$ cat src/rtl/hdmi_avi_pkg.sv
// Shared constants, state encoding and field bundle for HDMI AVI InfoFrame handling.
package hdmi_avi_pkg;

  localparam logic [7:0] AVI_TYPE       = 8'h82;
  localparam logic [7:0] AVI_VERSION    = 8'h02;
  localparam logic [4:0] AVI_LENGTH     = 5'd13;
  localparam logic [4:0] LAST_SUM_INDEX = 5'd16;
  localparam logic [4:0] LAST_INDEX     = 5'd30;

  typedef enum logic [1:0] {
    ST_IDLE,
    ST_RECEIVE,
    ST_CHECK
  } avi_state_t;

  typedef struct packed {
    logic [1:0]  video_format;
    logic        active_format_info_present;
    logic [1:0]  bar_info;
    logic [1:0]  scan_info;
    logic [1:0]  colorimetry;
    logic [1:0]  picture_aspect_ratio;
    logic [3:0]  active_format_aspect_ratio;
    logic        it_content;
    logic [2:0]  extended_colorimetry;
    logic [1:0]  rgb_quantization_range;
    logic [1:0]  non_uniform_picture_scaling;
    logic [6:0]  video_id_code;
    logic [1:0]  ycc_quantization_range;
    logic [1:0]  content_type;
    logic [3:0]  pixel_repetition;
    logic [15:0] bar_top_end;
    logic [15:0] bar_bottom_start;
    logic [15:0] bar_left_end;
    logic [15:0] bar_right_start;
  } avi_fields_t;

endpackage

$ cat src/rtl/infoframe_checksum.sv
// Running modulo-256 InfoFrame byte sum; a frame is intact when the sum over all covered bytes is zero.
module infoframe_checksum (
  input  logic       clk,
  input  logic       reset,
  input  logic       clear,
  input  logic       load,
  input  logic       acc,
  input  logic [7:0] data,
  output logic       sum_zero
);

  logic [7:0] sum_q, sum_d;

  always_comb begin
    sum_d = sum_q;
    if (clear) begin
      sum_d = '0;
    end else if (load) begin
      sum_d = data;
    end else if (acc) begin
      sum_d = sum_q + data;
    end
  end

  always_ff @(posedge clk) begin
    if (reset) begin
      sum_q <= '0;
    end else begin
      sum_q <= sum_d;
    end
  end

  assign sum_zero = (sum_q == 8'd0);

endmodule

$ cat src/rtl/avi_info_frame_receiver.sv
// Parses depacketized AVI InfoFrames (HB0..PB27), validates header and checksum,
// and holds the last good frame's fields with an optional staleness timeout.
module avi_info_frame_receiver
  import hdmi_avi_pkg::*;
#(
  parameter int STALE_TIMEOUT = 0
) (
  input  logic        clk_pixel,
  input  logic        reset,
  input  logic        packet_start,
  input  logic        byte_valid,
  input  logic [7:0]  byte_in,
  output logic        info_valid,
  output logic        frame_update,
  output logic        error_format,
  output logic        error_checksum,
  output logic        error_truncated,
  output logic [1:0]  video_format,
  output logic        active_format_info_present,
  output logic [1:0]  bar_info,
  output logic [1:0]  scan_info,
  output logic [1:0]  colorimetry,
  output logic [1:0]  picture_aspect_ratio,
  output logic [3:0]  active_format_aspect_ratio,
  output logic        it_content,
  output logic [2:0]  extended_colorimetry,
  output logic [1:0]  rgb_quantization_range,
  output logic [1:0]  non_uniform_picture_scaling,
  output logic [6:0]  video_id_code,
  output logic [1:0]  ycc_quantization_range,
  output logic [1:0]  content_type,
  output logic [3:0]  pixel_repetition,
  output logic [15:0] bar_top_end,
  output logic [15:0] bar_bottom_start,
  output logic [15:0] bar_left_end,
  output logic [15:0] bar_right_start
);

  localparam logic [31:0] STALE_LIMIT = 32'(STALE_TIMEOUT);

  avi_state_t  state_q, state_d;
  logic [4:0]  index_q, index_d;
  avi_fields_t fields_q, fields_d;
  logic        valid_q, valid_d;
  logic [31:0] stale_q, stale_d;
  logic        upd_q, upd_d, fmt_q, fmt_d, csum_q, csum_d, trunc_q, trunc_d;

  // Only HB0..PB13 are retained; PB14..PB27 carry nothing we decode.
  logic [7:0]  shadow_q [0:16];
  logic        shadow_we;
  logic [4:0]  shadow_addr;

  logic        sum_clear, sum_load, sum_acc, sum_zero;
  logic        hdr_bad;

  infoframe_checksum u_checksum (
    .clk      (clk_pixel),
    .reset    (reset),
    .clear    (sum_clear),
    .load     (sum_load),
    .acc      (sum_acc),
    .data     (byte_in),
    .sum_zero (sum_zero)
  );

  assign hdr_bad     = (shadow_q[1] != AVI_VERSION) || (shadow_q[2][4:0] != AVI_LENGTH);
  assign shadow_addr = packet_start ? 5'd0 : index_q;
  assign sum_clear   = (state_q == ST_CHECK);

  always_comb begin
    state_d   = state_q;
    index_d   = index_q;
    fields_d  = fields_q;
    valid_d   = valid_q;
    stale_d   = stale_q;
    upd_d     = 1'b0;
    fmt_d     = 1'b0;
    csum_d    = 1'b0;
    trunc_d   = 1'b0;
    sum_load  = 1'b0;
    sum_acc   = 1'b0;
    shadow_we = 1'b0;

    if (STALE_TIMEOUT > 0 && valid_q) begin
      if (stale_q != STALE_LIMIT) stale_d = stale_q + 32'd1;
      if (stale_q + 32'd1 == STALE_LIMIT) valid_d = 1'b0;
    end

    case (state_q)
      ST_IDLE: begin
        if (byte_valid && packet_start) begin
          state_d   = ST_RECEIVE;
          index_d   = 5'd1;
          sum_load  = 1'b1;
          shadow_we = 1'b1;
        end
      end
      ST_RECEIVE: begin
        if (byte_valid) begin
          if (packet_start) begin
            trunc_d   = 1'b1;
            index_d   = 5'd1;
            sum_load  = 1'b1;
            shadow_we = 1'b1;
          end else begin
            if (index_q <= LAST_SUM_INDEX) begin
              sum_acc   = 1'b1;
              shadow_we = 1'b1;
            end
            if (index_q == LAST_INDEX) state_d = ST_CHECK;
            else                       index_d = index_q + 5'd1;
          end
        end
      end
      ST_CHECK: begin
        state_d = ST_IDLE;
        index_d = '0;
        // Non-AVI packets share the stream and are dropped without comment.
        if (shadow_q[0] != AVI_TYPE) begin
          fmt_d = 1'b0;
        end else if (hdr_bad) begin
          fmt_d = 1'b1;
        end else if (!sum_zero) begin
          csum_d = 1'b1;
        end else begin
          fields_d.video_format                = shadow_q[4][6:5];
          fields_d.active_format_info_present  = shadow_q[4][4];
          fields_d.bar_info                    = shadow_q[4][3:2];
          fields_d.scan_info                   = shadow_q[4][1:0];
          fields_d.colorimetry                 = shadow_q[5][7:6];
          fields_d.picture_aspect_ratio        = shadow_q[5][5:4];
          fields_d.active_format_aspect_ratio  = shadow_q[5][3:0];
          fields_d.it_content                  = shadow_q[6][7];
          fields_d.extended_colorimetry        = shadow_q[6][6:4];
          fields_d.rgb_quantization_range      = shadow_q[6][3:2];
          fields_d.non_uniform_picture_scaling = shadow_q[6][1:0];
          fields_d.video_id_code               = shadow_q[7][6:0];
          fields_d.ycc_quantization_range      = shadow_q[8][7:6];
          fields_d.content_type                = shadow_q[8][5:4];
          fields_d.pixel_repetition            = shadow_q[8][3:0];
          fields_d.bar_top_end                 = {shadow_q[10], shadow_q[9]};
          fields_d.bar_bottom_start            = {shadow_q[12], shadow_q[11]};
          fields_d.bar_left_end                = {shadow_q[14], shadow_q[13]};
          fields_d.bar_right_start             = {shadow_q[16], shadow_q[15]};
          valid_d = 1'b1;
          stale_d = '0;
          upd_d   = 1'b1;
        end
      end
      default: state_d = ST_IDLE;
    endcase
  end

  always_ff @(posedge clk_pixel) begin
    if (reset) begin
      state_q  <= ST_IDLE;
      index_q  <= '0;
      fields_q <= '0;
      valid_q  <= 1'b0;
      stale_q  <= '0;
      upd_q    <= 1'b0;
      fmt_q    <= 1'b0;
      csum_q   <= 1'b0;
      trunc_q  <= 1'b0;
    end else begin
      state_q  <= state_d;
      index_q  <= index_d;
      fields_q <= fields_d;
      valid_q  <= valid_d;
      stale_q  <= stale_d;
      upd_q    <= upd_d;
      fmt_q    <= fmt_d;
      csum_q   <= csum_d;
      trunc_q  <= trunc_d;
    end
  end

  always_ff @(posedge clk_pixel) begin
    if (shadow_we) shadow_q[shadow_addr] <= byte_in;
  end

  assign info_valid                  = valid_q;
  assign frame_update                = upd_q;
  assign error_format                = fmt_q;
  assign error_checksum              = csum_q;
  assign error_truncated             = trunc_q;
  assign video_format                = fields_q.video_format;
  assign active_format_info_present  = fields_q.active_format_info_present;
  assign bar_info                    = fields_q.bar_info;
  assign scan_info                   = fields_q.scan_info;
  assign colorimetry                 = fields_q.colorimetry;
  assign picture_aspect_ratio        = fields_q.picture_aspect_ratio;
  assign active_format_aspect_ratio  = fields_q.active_format_aspect_ratio;
  assign it_content                  = fields_q.it_content;
  assign extended_colorimetry        = fields_q.extended_colorimetry;
  assign rgb_quantization_range      = fields_q.rgb_quantization_range;
  assign non_uniform_picture_scaling = fields_q.non_uniform_picture_scaling;
  assign video_id_code               = fields_q.video_id_code;
  assign ycc_quantization_range      = fields_q.ycc_quantization_range;
  assign content_type                = fields_q.content_type;
  assign pixel_repetition            = fields_q.pixel_repetition;
  assign bar_top_end                 = fields_q.bar_top_end;
  assign bar_bottom_start            = fields_q.bar_bottom_start;
  assign bar_left_end                = fields_q.bar_left_end;
  assign bar_right_start             = fields_q.bar_right_start;

endmodule

$ cat config.mk
export PLATFORM = sky130hd
export DESIGN_NAME = avi_info_frame_receiver
export DESIGN_NICKNAME = d
export VERILOG_FILES = /design/src/rtl/hdmi_avi_pkg.sv /design/src/rtl/infoframe_checksum.sv /design/src/rtl/avi_info_frame_receiver.sv
export SDC_FILE = /design/constraint.sdc
export NUM_CORES = 1
export LEC_CHECK = 0
export ABC_AREA = 1
export BUFFER_PORTS_ARGS = -buffer_cell sky130_fd_sc_hd__buf_4
export CAP_MARGIN = 20
export CORE_AREA = 2 2 136 165
export CTS_BUF_LIST = sky130_fd_sc_hd__clkbuf_2 sky130_fd_sc_hd__clkbuf_4 sky130_fd_sc_hd__clkbuf_8
export CTS_CLUSTER_SIZE = 24
export DETAILED_ROUTE_END_ITERATION = 8
export DIE_AREA = 0 0 138 167
export SYNTH_ARGS = -nofsm -noshare
export SYNTH_HDL_FRONTEND = slang
export SYNTH_SLANG_ARGS = --single-unit
$ cat constraint.sdc
create_clock -name clk_pixel -period 2.95 [get_ports clk_pixel]
set_input_delay 0.59 -clock clk_pixel [delete_from_list [all_inputs] [get_ports clk_pixel]]
set_output_delay 0.59 -clock clk_pixel [all_outputs]
set_load 0.01 [all_outputs]
# --- Word-level counts from Yosys, hierarchy flattened ---
# Memories as Yosys holds them, arrays and structs flattened. A register that Yosys moved wholly into a read port is not among the register bits.
# Cells that the tools add are included.
classes:
  n_addsub: 2
  n_lt_le_gt_ge: 1
  n_eq_ne: 11
  mux: 29
  n_bitwise: 4
  reduce_logical: 13
op_table:
  columns: ["op", "n"]
  rows:
  - ["two-way mux 5 bit", 5]
  - ["two-way mux 8 bit", 2]
  - ["case mux 5 bit (3 select lines)", 1]
  - ["two-way mux 1 bit", 14]
  - ["AND reduction 4 bit", 3]
  - ["adder 8 bit", 1]
  - ["zero test 8 bit", 1]
  - ["two-way mux 2 bit", 4]
  - ["inequality test 2 bit (second input constant)", 4]
  - ["inequality test 8 x 2 -> 1 bit (second input constant)", 1]
  - ["inequality test 8 bit (second input constant)", 1]
  - ["adder 5 x 1 -> 5 bit (second input constant)", 1]
  - ["== test 5 bit (second input constant)", 1]
  - ["<= comparator 5 bit (second input constant)", 1]
  - ["inequality test 5 x 4 -> 1 bit (second input constant)", 1]
  - ["inverter 1 bit", 4]
  - ["case mux 1 bit (2 select lines)", 2]
  - ["case mux 2 bit (2 select lines)", 1]
  - ["OR reduction 2 bit", 2]
  - ["OR reduction 4 bit", 1]
  - ["inequality test 3 bit (second input constant)", 1]
  - ["nonzero test 3 bit", 1]
  - ["OR reduction 3 bit", 1]
  - ["== test 2 x 1 -> 1 bit (second input constant)", 1]
  - ["other kinds (5)", 5]
word_totals:
  regBits: 20
  ram_bits: 136
  inputBits: 12
  output_inout_bits: 107
  word_cells: 69
  n_memories: 1
memory_table:
  columns: ["memory", "depth", "word_bits", "read_ports", "rd_ports_with_merged_regs", "write_ports", "line_no", "text"]
  rows:
  - ["shadow_q", 17, 8, 16, 13, 1, "avi_info_frame_receiver.sv:49", "logic [7:0] shadow_q [0:16];"]

# --- Depth between registers and ports, before layout ---
# Gate-level depths: netlist of the first run.
logic_depth:
  depth_word: 7
  ltp_mapped: 12
  ltp_nobuf: 12

# --- Hierarchy ---
# Synthesis of the first run repeated with hierarchy kept, for this count alone.
unflattened:
  hier_cells: 1069
  hier_area_um2: 9885.7
modules_own_cells:
  columns: ["module", "instances", "cells_each", "area_per_inst_um2", "seq_area_each_um2"]
  rows:
  - ["avi_info_frame_receiver", 1, 963, 9186.3, 5975.7]
  - ["infoframe_checksum", 1, 106, 699.4, 160.2]

# --- Least setup slack after synthesis of the first run ---
# OpenSTA, ideal clock, no wires.
synth_path:
  kind: "register to register"
  startpoint: "register index_q[0]"
  endpoint: "memory shadow_q[10][0] (enable)"
  setup_time_ns: 0.370
  t_arrival_ns: 1.570
  t_required_ns: 2.580
  slack_ns: 1.010
  stages_incl_launch_ff: 10
  n_path_buf: 1
  synth_period_minus_slack_ns: 1.940
  path_cell_list: "dfxtp_1 -> inv_1 -> ha_1 -> nand3_1 -> nand2_1 -> nand3_1 -> nand2_1 -> buf_2 -> nand4_1 -> nor2_1"
synth_via:
  elab_chain_cells: 7
  word_cells_on_any_way: 8
  cone_classes: "order compare: 1; mux: 7"
synth_lines:
  columns: ["element", "line_no", "text"]
  rows:
  - ["from (decl)", "avi_info_frame_receiver.sv:42", "logic [4:0] index_q, index_d;"]
  - ["from (signal assigned)", "avi_info_frame_receiver.sv:167", "index_q <= index_d;"]
  - ["<= comparator 5 bit", "avi_info_frame_receiver.sv:106", "if (index_q <= LAST_SUM_INDEX) begin"]
  - ["two-way mux 1 bit", "avi_info_frame_receiver.sv:106", null]
  - ["two-way mux 1 bit", "avi_info_frame_receiver.sv:100", "if (packet_start) begin"]
  - ["two-way mux 1 bit", "avi_info_frame_receiver.sv:99", "if (byte_valid) begin"]
  - ["case mux 1 bit (2 select lines)", "avi_info_frame_receiver.sv:89", "case (state_q)"]
  - ["two-way mux 1 bit", "avi_info_frame_receiver.sv:179", "if (shadow_we) shadow_q[shadow_addr] <= byte_in;"]
  - ["two-way mux 1 bit (not written as such)", "avi_info_frame_receiver.sv:179", null]
  - ["to (decl)", "avi_info_frame_receiver.sv:49", null]
# Parallel ways exist; a longest one is shown, timed or not.

# --- Worst setup path in the final report of the first run ---
layout_path:
  startpoint: "register index_q[0]"
  endpoint: "memory shadow_q[12][3] (enable)"
# The elaborated chain is that of the path after synthesis.

==> flow_summary.json, run 1 <==
{
  "cts-root-buf": "clkbuf_8",
  "via_per_inst": 4.48,
  "core-area_um2": 21400,
  "stdcell_area_um2": 11500,
  "htreeDepth": 2,
  "start_util": 0.445,
  "ys_seq_area_frac": 0.644,
  "synthesis.instances": 1040,
  "num-fill-cells": 2008,
  "synth_common_cells": "nand2_1 (264), nor2_1 (257), inv_1 (142)",
  "p_seq_frac": 0.503,
  "clk_latency_ns": 0.51,
  "leakagePower_nw": 5.41,
  "async_flop_share": 0,
  "critical_path_class": "register to register",
  "start_kind": "register",
  "rsz0062_at_grt": "false",
  "peakVddDrop_mv": 0.352,
  "num_antenna_cells": 0,
  "fin_util": 0.535,
  "syn_area_um2": 9530,
  "setup_viol": 0,
  "clock_path_buffers": 3,
  "vias": 6640,
  "cts_resized": 0,
  "dp_hpwl_mm": 12.3,
  "crit_path_max_fanout": 12,
  "power-per-cell-area_nw_per_um2": 646,
  "fin_skew_ns": 0.0162,
  "instances_no_fill": 1482,
  "p_clk_frac": 0.389,
  "fin_nets": 1206,
  "slew_headroom": 0.387,
  "path_clk_slew_ns": 0.06,
  "synth_seq_cells": 245,
  "syn2layout_area_growth_pct": 20.2,
  "cts_inserted_buffers": 39,
  "dieArea_um2": 23000,
  "endpoint_kind": "register",
  "max-cap-violations": 0,
  "arrival_ns": 2.45,
  "max_freq_mhz": 435,
  "drive_gt1_frac": 0.170,
  "yosysTopAreaCellShare": 0.388,
  "synth_edf_count": 123,
  "wl_per_cell_um": 13.8,
  "yosys_warnings": 0,
  "grt_overflow": 0,
  "postCtsSetupBuffers": 0,
  "die_w_um": 138,
  "cp_data_required_time_ns": 3.10,
  "synth.largest_area_cell": "edfxtp_1",
  "synth_flop_cell": "edfxtp_1",
  "placed_cell_area_um2": 10700,
  "period_minus_slack_ns": 2.30,
  "status": "finished, final reports clean",
  "syn_nets": 1068,
  "drc": 0,
  "whs_ns": 0.286,
  "cts_hold_buffers": 0,
  "firstDrtPassIters": 5,
  "p_comb_frac": 0.108,
  "antenna_found_initial": 0,
  "synth.avg_cell_area_um2": 9.17,
  "drv_slew": 0,
  "antenna_left": 0,
  "tritoncts": "built",
  "drt_iter0_drc": 364,
  "rows": 59,
  "port_buffers": 118,
  "wl_mm": 20.4,
  "place_inst": 1411,
  "gp_congestion": 0.833,
  "yosysUniqueCellTypes": 27,
  "gr-usage-all-layers": 0.178,
  "hp-class": "input port to register",
  "timing.final.crit_share": 0.780,
  "switching_power_mw": 1.84,
  "grt_pass1_wl_mm": 32.8,
  "yosysMostFrequentCell": "nand2_1",
  "setup_tns_ns": 0,
  "tightestPinTransition_ns": 0.920,
  "hold_viol": 0,
  "die_y_um": 167,
  "grt_max_degree": 115,
  "cts_sinks": 245,
  "synth.area.top_cells": "edfxtp_1 (39%), dfxtp_1 (26%), nand2_1 (10%)",
  "intPower_mw": 5.56,
  "grt_pass1_vias": 6210,
  "p_sw_frac": 0.249,
  "ioPinCount": 119
}
layout by cell type (no fill, tap or decap), types with 2 or more instances in the layout:
cell and instances:
clkinv_1 5, edfxtp_1 123, dfxtp_1 122, nand3_1 25
nor2_1 257, clkbuf_4 17, buf_12 2, nor3_1 6
xor2_1 2, nand2_1 264, a21oi_1 11, ha_1 15
nand3b_1 6, inv_1 142, or2_2 3, clkinv_2 4
o21ai_0 16, buf_4 130, nand4_1 3, clkbuf_8 46
logic make-up (layout without fill, tap and decap cells):
kind of cell	count (synthesis)	after routing	synth area share
flip-flops	245	245	0.644
AO/OA/AOI/OAI	31	31	0.0176
XOR/XNOR	3	3	0.00276
buffers and inverters	178	346	0.0813
AND/OR/NAND/NOR	567	567	0.233
adder cells (fa/ha/maj)	16	16	0.0218
routing by layer:
layer / routed length [um] / up-vias / global-route usage
li1: - / 3477 / -
met1: 9570 / 2984 / 0.242
met2: 9370 / 143 / 0.286
met3: 954 / 36 / 0.0351
met4: 502 / 0 / 0.0603
met5: 0 / - / 0
stage by stage:
stage	setup slack, ns	power [mW]
after floorplan	1.01	4.36
after CTS	0.655	7.50
after global routing	0.349	7.78
after detailed placement	0.603	4.59
final	0.649	7.40
after global placement	0.682	4.58
worst max-delay path, stage by stage (launching register included):
cell	delay (ns)
dfxtp_1	0.32
inv_1	0.17
ha_1	0.18
nand3_1	0.08
nand2_1	0.07
nand3_1	0.07
nand2_1	0.29
nand2_1	0.18
nor2_1	0.57
worst paths after layout:
kind	start	endpoint	slack, ns	cells after the start
max	index_q[0]	shadow_q[12][3]	0.65	8
min	reset	index_q[2]	0.29	2
max reg2reg	index_q[0]	shadow_q[12][3]	0.65	8
min reg2reg	info_valid	info_valid	0.46	2
area by class of cell:
type                    instances  area (um^2)  share of cell area
clock buffers                  63          761              0.0664
clock inverters                 8         33.8             0.00295
flip-flops and latches        245         6140               0.536
inverters                     143          538              0.0470
well taps                     274          343              0.0299
repair buffers                132         1020              0.0887
multi-input cells             617         2630               0.229
flip-flops by register name (all words and copies together), names as in the netlist, 2 cells and up:
signal	cells
active_format_aspect_ratio	4
bar_bottom_start	16
bar_info	2
bar_left_end	16
bar_right_start	16
bar_top_end	16
colorimetry	2
content_type	2
extended_colorimetry	3
index_q	5
non_uniform_picture_scaling	2
picture_aspect_ratio	2
pixel_repetition	4
rgb_quantization_range	2
scan_info	2
shadow_q	123
state_q	2
u_checksum.sum_q	8
video_format	2
video_id_code	7
ycc_quantization_range	2
power groups by stage:
stage               Combinational (mW)  Clock, mW  Sequential, mW
floorplan                        0.580          0            3.78
global placement                 0.785          0            3.79
detailed placement               0.797          0            3.80
CTS                              0.801       2.97            3.72
global route                     0.921       3.12            3.73
finish                           0.800       2.88            3.72
No activity file was read; power rests on OpenSTA's default activity.
==> run 2, diff against run 1 <==
--- a/config.mk
+++ b/config.mk
@@ -13,6 +13,7 @@
 export CTS_CLUSTER_SIZE = 24
 export DETAILED_ROUTE_END_ITERATION = 8
 export DIE_AREA = 0 0 138 167
+export PLACE_DENSITY = 0.66
 export SYNTH_ARGS = -nofsm -noshare
 export SYNTH_HDL_FRONTEND = slang
 export SYNTH_SLANG_ARGS = --single-unit
==> constraint.sdc (replaced) <==
create_clock -name clk_pixel -period 2 [get_ports clk_pixel]
set_input_delay 0.4 -clock clk_pixel [delete_from_list [all_inputs] [get_ports clk_pixel]]
set_output_delay 0.4 -clock clk_pixel [all_outputs]
set_load 0.01 [all_outputs]
==> run 2 against run 1 <==
  * Register-to-register slack worse by 0.48 ns
  * Utilization is 1.0 points higher
  * Worst setup slack worse by 0.48 ns
  * Critical path depth is 2 higher
  * Largest cell class unchanged
  * Largest power group unchanged
  * Sequential power is 48% higher
  * Power is 49% higher
  * Sequential share of layout area is 1.0 points lower
  * Via count is 3.5% higher
  * Cell count is 1.6% higher
  * Die area stayed put
==> flow_summary.json, run 2 (same netlist as run 1, synthesis figures left out) <==
{
  "status": "finished, final reports clean",
  "start_util": 0.445,
  "num_antenna_cells": 0,
  "path_buf_inv": 3,
  "layout_commonest_cell": "nand2_1",
  "ioPinCount": 119,
  "instances_no_fill": 1505,
  "grt_pass1_wl_mm": 33.1,
  "path_clk_slew_ns": 0.06,
  "drv_slew": 0,
  "power-per-cell-area_nw_per_um2": 947,
  "max-cap-violations": 0,
  "switching_power_mw": 2.76,
  "grt_overflow": 0,
  "wl_per_cell_um": 14.2,
  "rows": 59,
  "cts_sinks": 245,
  "timing.final.crit_share": 0.914,
  "cts-root-buf": "clkbuf_8",
  "arrival_ns": 2.04,
  "firstDrtPassIters": 4,
  "p_clk_frac": 0.387,
  "dieArea_um2": 23000,
  "leakagePower_nw": 5.54,
  "start_kind": "register",
  "core-area_um2": 21400,
  "cp_data_required_time_ns": 2.22,
  "fin_nets": 1230,
  "gp_congestion": 0.857,
  "htreeDepth": 2,
  "slew_headroom": 0.666,
  "intPower_mw": 8.30,
  "drive_gt1_frac": 0.192,
  "cts_inserted_buffers": 39,
  "die_y_um": 167,
  "cts_hold_buffers": 0,
  "place_inst": 1433,
  "p_seq_frac": 0.497,
  "regMostFlops": "shadow_q",
  "cpPeakStageDelay_ns": 0.33,
  "largest_reg_flops": 123,
  "hp-class": "input port to register",
  "cp_slowest_cell": "dfxtp_1",
  "period_minus_slack_ns": 1.83,
  "p_total_mw": 11.1,
  "crit_path_max_fanout": 8,
  "path_cells": "inv_2, ha_1, nand3_1, nand2_1, nand3_1, nand2_2, nand4_1, buf_4, nor2_1, buf_4",
  "dp_hpwl_mm": 12.9,
  "vias": 6870,
  "tightestPinTransition_ns": 0.497,
  "drc": 0,
  "fin_skew_ns": 0.0263,
  "clk_latency_ns": 0.52,
  "setup_viol": 0,
  "grt_pass1_vias": 6565,
  "clock_path_buffers": 3,
  "grt_max_degree": 140,
  "max_freq_mhz": 547,
  "drt_iter0_drc": 317,
  "endpoint_kind": "register",
  "port_buffers": 118,
  "via_per_inst": 4.56,
  "gr-usage-all-layers": 0.179,
  "wl_mm": 21.4,
  "layout_common_cells": "nand2_1 (263), nor2_1 (255), buf_4 (153)",
  "die_w_um": 138,
  "cp_top_family": "simple AND/OR/NAND/NOR gates",
  "rsz0062_at_grt": "false",
  "antenna_found_initial": 0,
  "syn2layout_area_growth_pct": 22.5,
  "peakVddDrop_mv": 0.610,
  "hold_viol": 0,
  "antenna_left": 0,
  "critical_path_class": "register to register",
  "setup_tns_ns": 0,
  "p_sw_frac": 0.249,
  "p_comb_frac": 0.116,
  "tritoncts": "built"
}
==> run 2: metal layers <==
| layer | wire, um | track usage | up-vias |
|---|---|---|---|
| li1 | - | - | 3523 |
| met1 | 9140 | 0.222 | 3112 |
| met2 | 10500 | 0.307 | 186 |
| met3 | 1120 | 0.0336 | 49 |
| met4 | 730 | 0.0745 | 0 |
| met5 | 0 | 0 | - |
==> run 2: what timing repair did <==
item,CTS,global route
setup endpoints to repair,0,147
setup buffers,0,1
gates resized for setup,0,8
==> run 2: worst paths after layout <==
kind / start / endpoint / slack [ns] / cells after the start
setup / recovery: index_q[0] / shadow_q[10][1] / 0.17 / 10
hold / removal: reset / index_q[2] / 0.12 / 2
setup reg to reg: index_q[0] / shadow_q[10][1] / 0.17 / 10
hold reg to reg: info_valid / info_valid / 0.45 / 2
==> run 2: power groups by stage <==
stage	combinational [mW]	sequential (mW)	clock (mW)
after floorplan	0.855	5.58	0
after global placement	1.25	5.59	0
after CTS	1.26	5.49	4.39
final	1.29	5.49	4.28
after detailed placement	1.26	5.59	0
after global routing	1.46	5.50	4.60
==> run 2: metrics by stage <==
stage | hold WS (ns) | setup slack, ns | utilization | instance area [um^2]
after detailed placement | 0.448 | 0.0381 | 0.506 | 10800
after global placement | 0.444 | 0.0206 | 0.506 | 10800
after floorplan | 0.447 | 0.0599 | - | 9530
after global routing | 0.0990 | 0.0132 | 0.546 | 11700
after CTS | 0.0929 | 0.00485 | 0.543 | 11600
final | 0.117 | 0.172 | 0.546 | 11700
==> run 2: worst register-to-register path: stages (launching register included) <==
cell and delay, ns:
dfxtp_1 0.33, inv_2 0.11, ha_1 0.16, nand3_1 0.07, nand2_1 0.08, nand3_1 0.11
nand2_2 0.13, nand4_1 0.09, buf_4 0.16, nor2_1 0.11, buf_4 0.18
==> run 2: final cells by class <==
class | instances | area (um^2)
clock buffer | 60 | 726
clock inverter | 10 | 72.6
fill | 1951 | 9730
inverter | 143 | 538
multi-input combinational | 617 | 2640
sequential | 245 | 6140
tap | 274 | 343
timing repair buffer | 156 | 1220
==> run 3, diff against run 2 <==
--- a/config.mk
+++ b/config.mk
@@ -14,6 +14,7 @@
 export DETAILED_ROUTE_END_ITERATION = 8
 export DIE_AREA = 0 0 138 167
 export PLACE_DENSITY = 0.66
+export RECOVER_POWER = 100
 export SYNTH_ARGS = -nofsm -noshare
 export SYNTH_HDL_FRONTEND = slang
 export SYNTH_SLANG_ARGS = --single-unit
==> run 3 against run 2 <==
  * Worst hold slack worse by 0.0024 ns
  * Via count up 0.48%
  * Wire length up 0.19%
  * Critical path depth down 1
  * Clock-buffer cell count unchanged
  * Clock skew down 0.0011 ns
  * Worst setup slack worse by 0.0093 ns
  * Non-clock buffer count unchanged
  * Utilization down 2.4 points
  * Fmax down 0.51%
==> flow_summary.json, run 3 (same netlist as run 1, synthesis figures left out) <==
{
  "critical_path_class": "register to register",
  "r2r_slack_ns": 0.16,
  "setup_viol": 0,
  "antenna_left": 0,
  "syn2layout_area_growth_pct": 17.1,
  "fin_skew_ns": 0.0252,
  "drt_iter0_drc": 363,
  "cts_inserted_buffers": 39,
  "power-per-cell-area_nw_per_um2": 986,
  "hold_viol": 0,
  "ioPinCount": 119,
  "fin_nets": 1230,
  "timing.final.crit_share": 0.919,
  "crit_path_max_fanout": 8,
  "die_w_um": 138,
  "wl_met2_mm": 10.4,
  "rsz0062_at_grt": "false",
  "dp_hpwl_mm": 12.9,
  "via_per_inst": 4.59,
  "min-delay-start": "reset",
  "ff2ff_path_depth": 9,
  "path_buf_inv": 2,
  "firstDrtPassIters": 4,
  "cts-root-buf": "clkbuf_8",
  "wl_per_cell_um": 14.3,
  "vias": 6903,
  "status": "finished, final reports clean",
  "port_buffers": 118,
  "multi_input_area_um2": 2640,
  "grt_pass1_wl_mm": 33.1,
  "period_minus_slack_ns": 1.84,
  "tritoncts": "built",
  "die_y_um": 167,
  "setup_tns_ns": 0,
  "cp_data_required_time_ns": 2.19,
  "layout_common_cells": "nand2_1 (263), nor2_1 (256), inv_1 (140)",
  "layout_commonest_cell": "nand2_1",
  "grt_overflow": 0,
  "htreeDepth": 2,
  "start_kind": "register",
  "min_path_cells": 2,
  "placed_cell_area_um2": 10800,
  "leakagePower_nw": 5.00,
  "core-area_um2": 21400,
  "tightestPinTransition_ns": 1.29,
  "r2r_end": "shadow_q[0][7]",
  "hold_end": "index_q[2]",
  "wl_met3_um": 990,
  "peakVddDrop_mv": 0.606,
  "gr-usage-all-layers": 0.179,
  "clock_path_buffers": 3,
  "arrival_ns": 2.03,
  "dieArea_um2": 23000,
  "cts_hold_buffers": 0,
  "gp_congestion": 0.857,
  "cts_sinks": 245,
  "max-cap-violations": 0,
  "path_clk_slew_ns": 0.06,
  "start_util": 0.445,
  "clk_latency_ns": 0.52,
  "drv_slew": 0,
  "num_antenna_cells": 0,
  "num-fill-cells": 2082,
  "regArea_um2": 6140,
  "drive_gt1_frac": 0.0902,
  "stdcell_area_um2": 11200,
  "rows": 59,
  "antenna_found_initial": 0,
  "cp_slowest_cell": "dfxtp_1",
  "r2r_start": "index_q[0]",
  "path_cells": "inv_2, ha_1, nand3_1, nand2_1, nand3_1, nand2_2, nand2_1, nor2_1, clkbuf_2",
  "cp_top_family": "simple AND/OR/NAND/NOR gates",
  "largest_reg_flops": 123,
  "endpoint_kind": "register",
  "cpPeakStageDelay_ns": 0.33,
  "grt_max_degree": 140,
  "max_freq_mhz": 544,
  "slew_headroom": 0.143,
  "regMostFlops": "shadow_q",
  "grt_pass1_vias": 6565,
  "hp-class": "input port to register",
  "wl_mm": 21.5,
  "wl_met1_mm": 9.43,
  "drc": 0,
  "maxUsedRoutingLayer": "met4"
}
[run 3: layout make-up]
class                   count  area share
flip-flops and latches    245       0.550
inverters                 143      0.0482
clock inverters            10     0.00650
clock buffers              60      0.0650
repair buffers            156      0.0640
multi-input cells         617       0.236
well taps                 274      0.0307
[run 3: metal layers]
metal	global-route usage	vias to the layer above
li1	-	3520
met1	0.222	3163
met2	0.307	171
met3	0.0336	49
met4	0.0745	0
met5	0	-
[run 3: metrics by stage]
step           hold WS (ns)  worst slack [ns]  power [mW]  cells  utilization
6_report              0.114             0.162        11.0   1505        0.522
5_1_grt              0.0990           0.00799        11.5   1505        0.522
4_1_cts              0.0929           0.00485        11.1   1503        0.543
3_5_place_dp          0.448            0.0381        6.85   1433        0.506
3_3_place_gp          0.444            0.0206        6.83   1433        0.506
2_1_floorplan         0.447            0.0599        6.43   1040            -
[run 3: repair_timing]
item | CTS | global route
setup buffers | 0 | 1
gates resized for setup | 0 | 8
endpoints found under the setup margin | 0 | 147
[run 3: how the worst max path moves through the flow]
stage,endpoint,cells past startpoint,from,slack (ns)
detailed placement,shadow_q[12][6],9,index_q[0],0.04
global placement,shadow_q[12][6],9,index_q[0],0.02
global route,shadow_q[16][0],9,index_q[0],0.008
CTS,shadow_q[12][6],9,index_q[0],0.005
finish,shadow_q[0][7],9,index_q[0],0.16
floorplan,shadow_q[10][0],9,index_q[0],0.06
[run 3: report_power, final]
part           switching (mW)  internal (mW)  total, mW
Sequential             0.0834           5.41       5.50
Combinational           0.828          0.406       1.23
Clock                    1.84           2.44       4.28
Total                    2.75           8.26       11.0
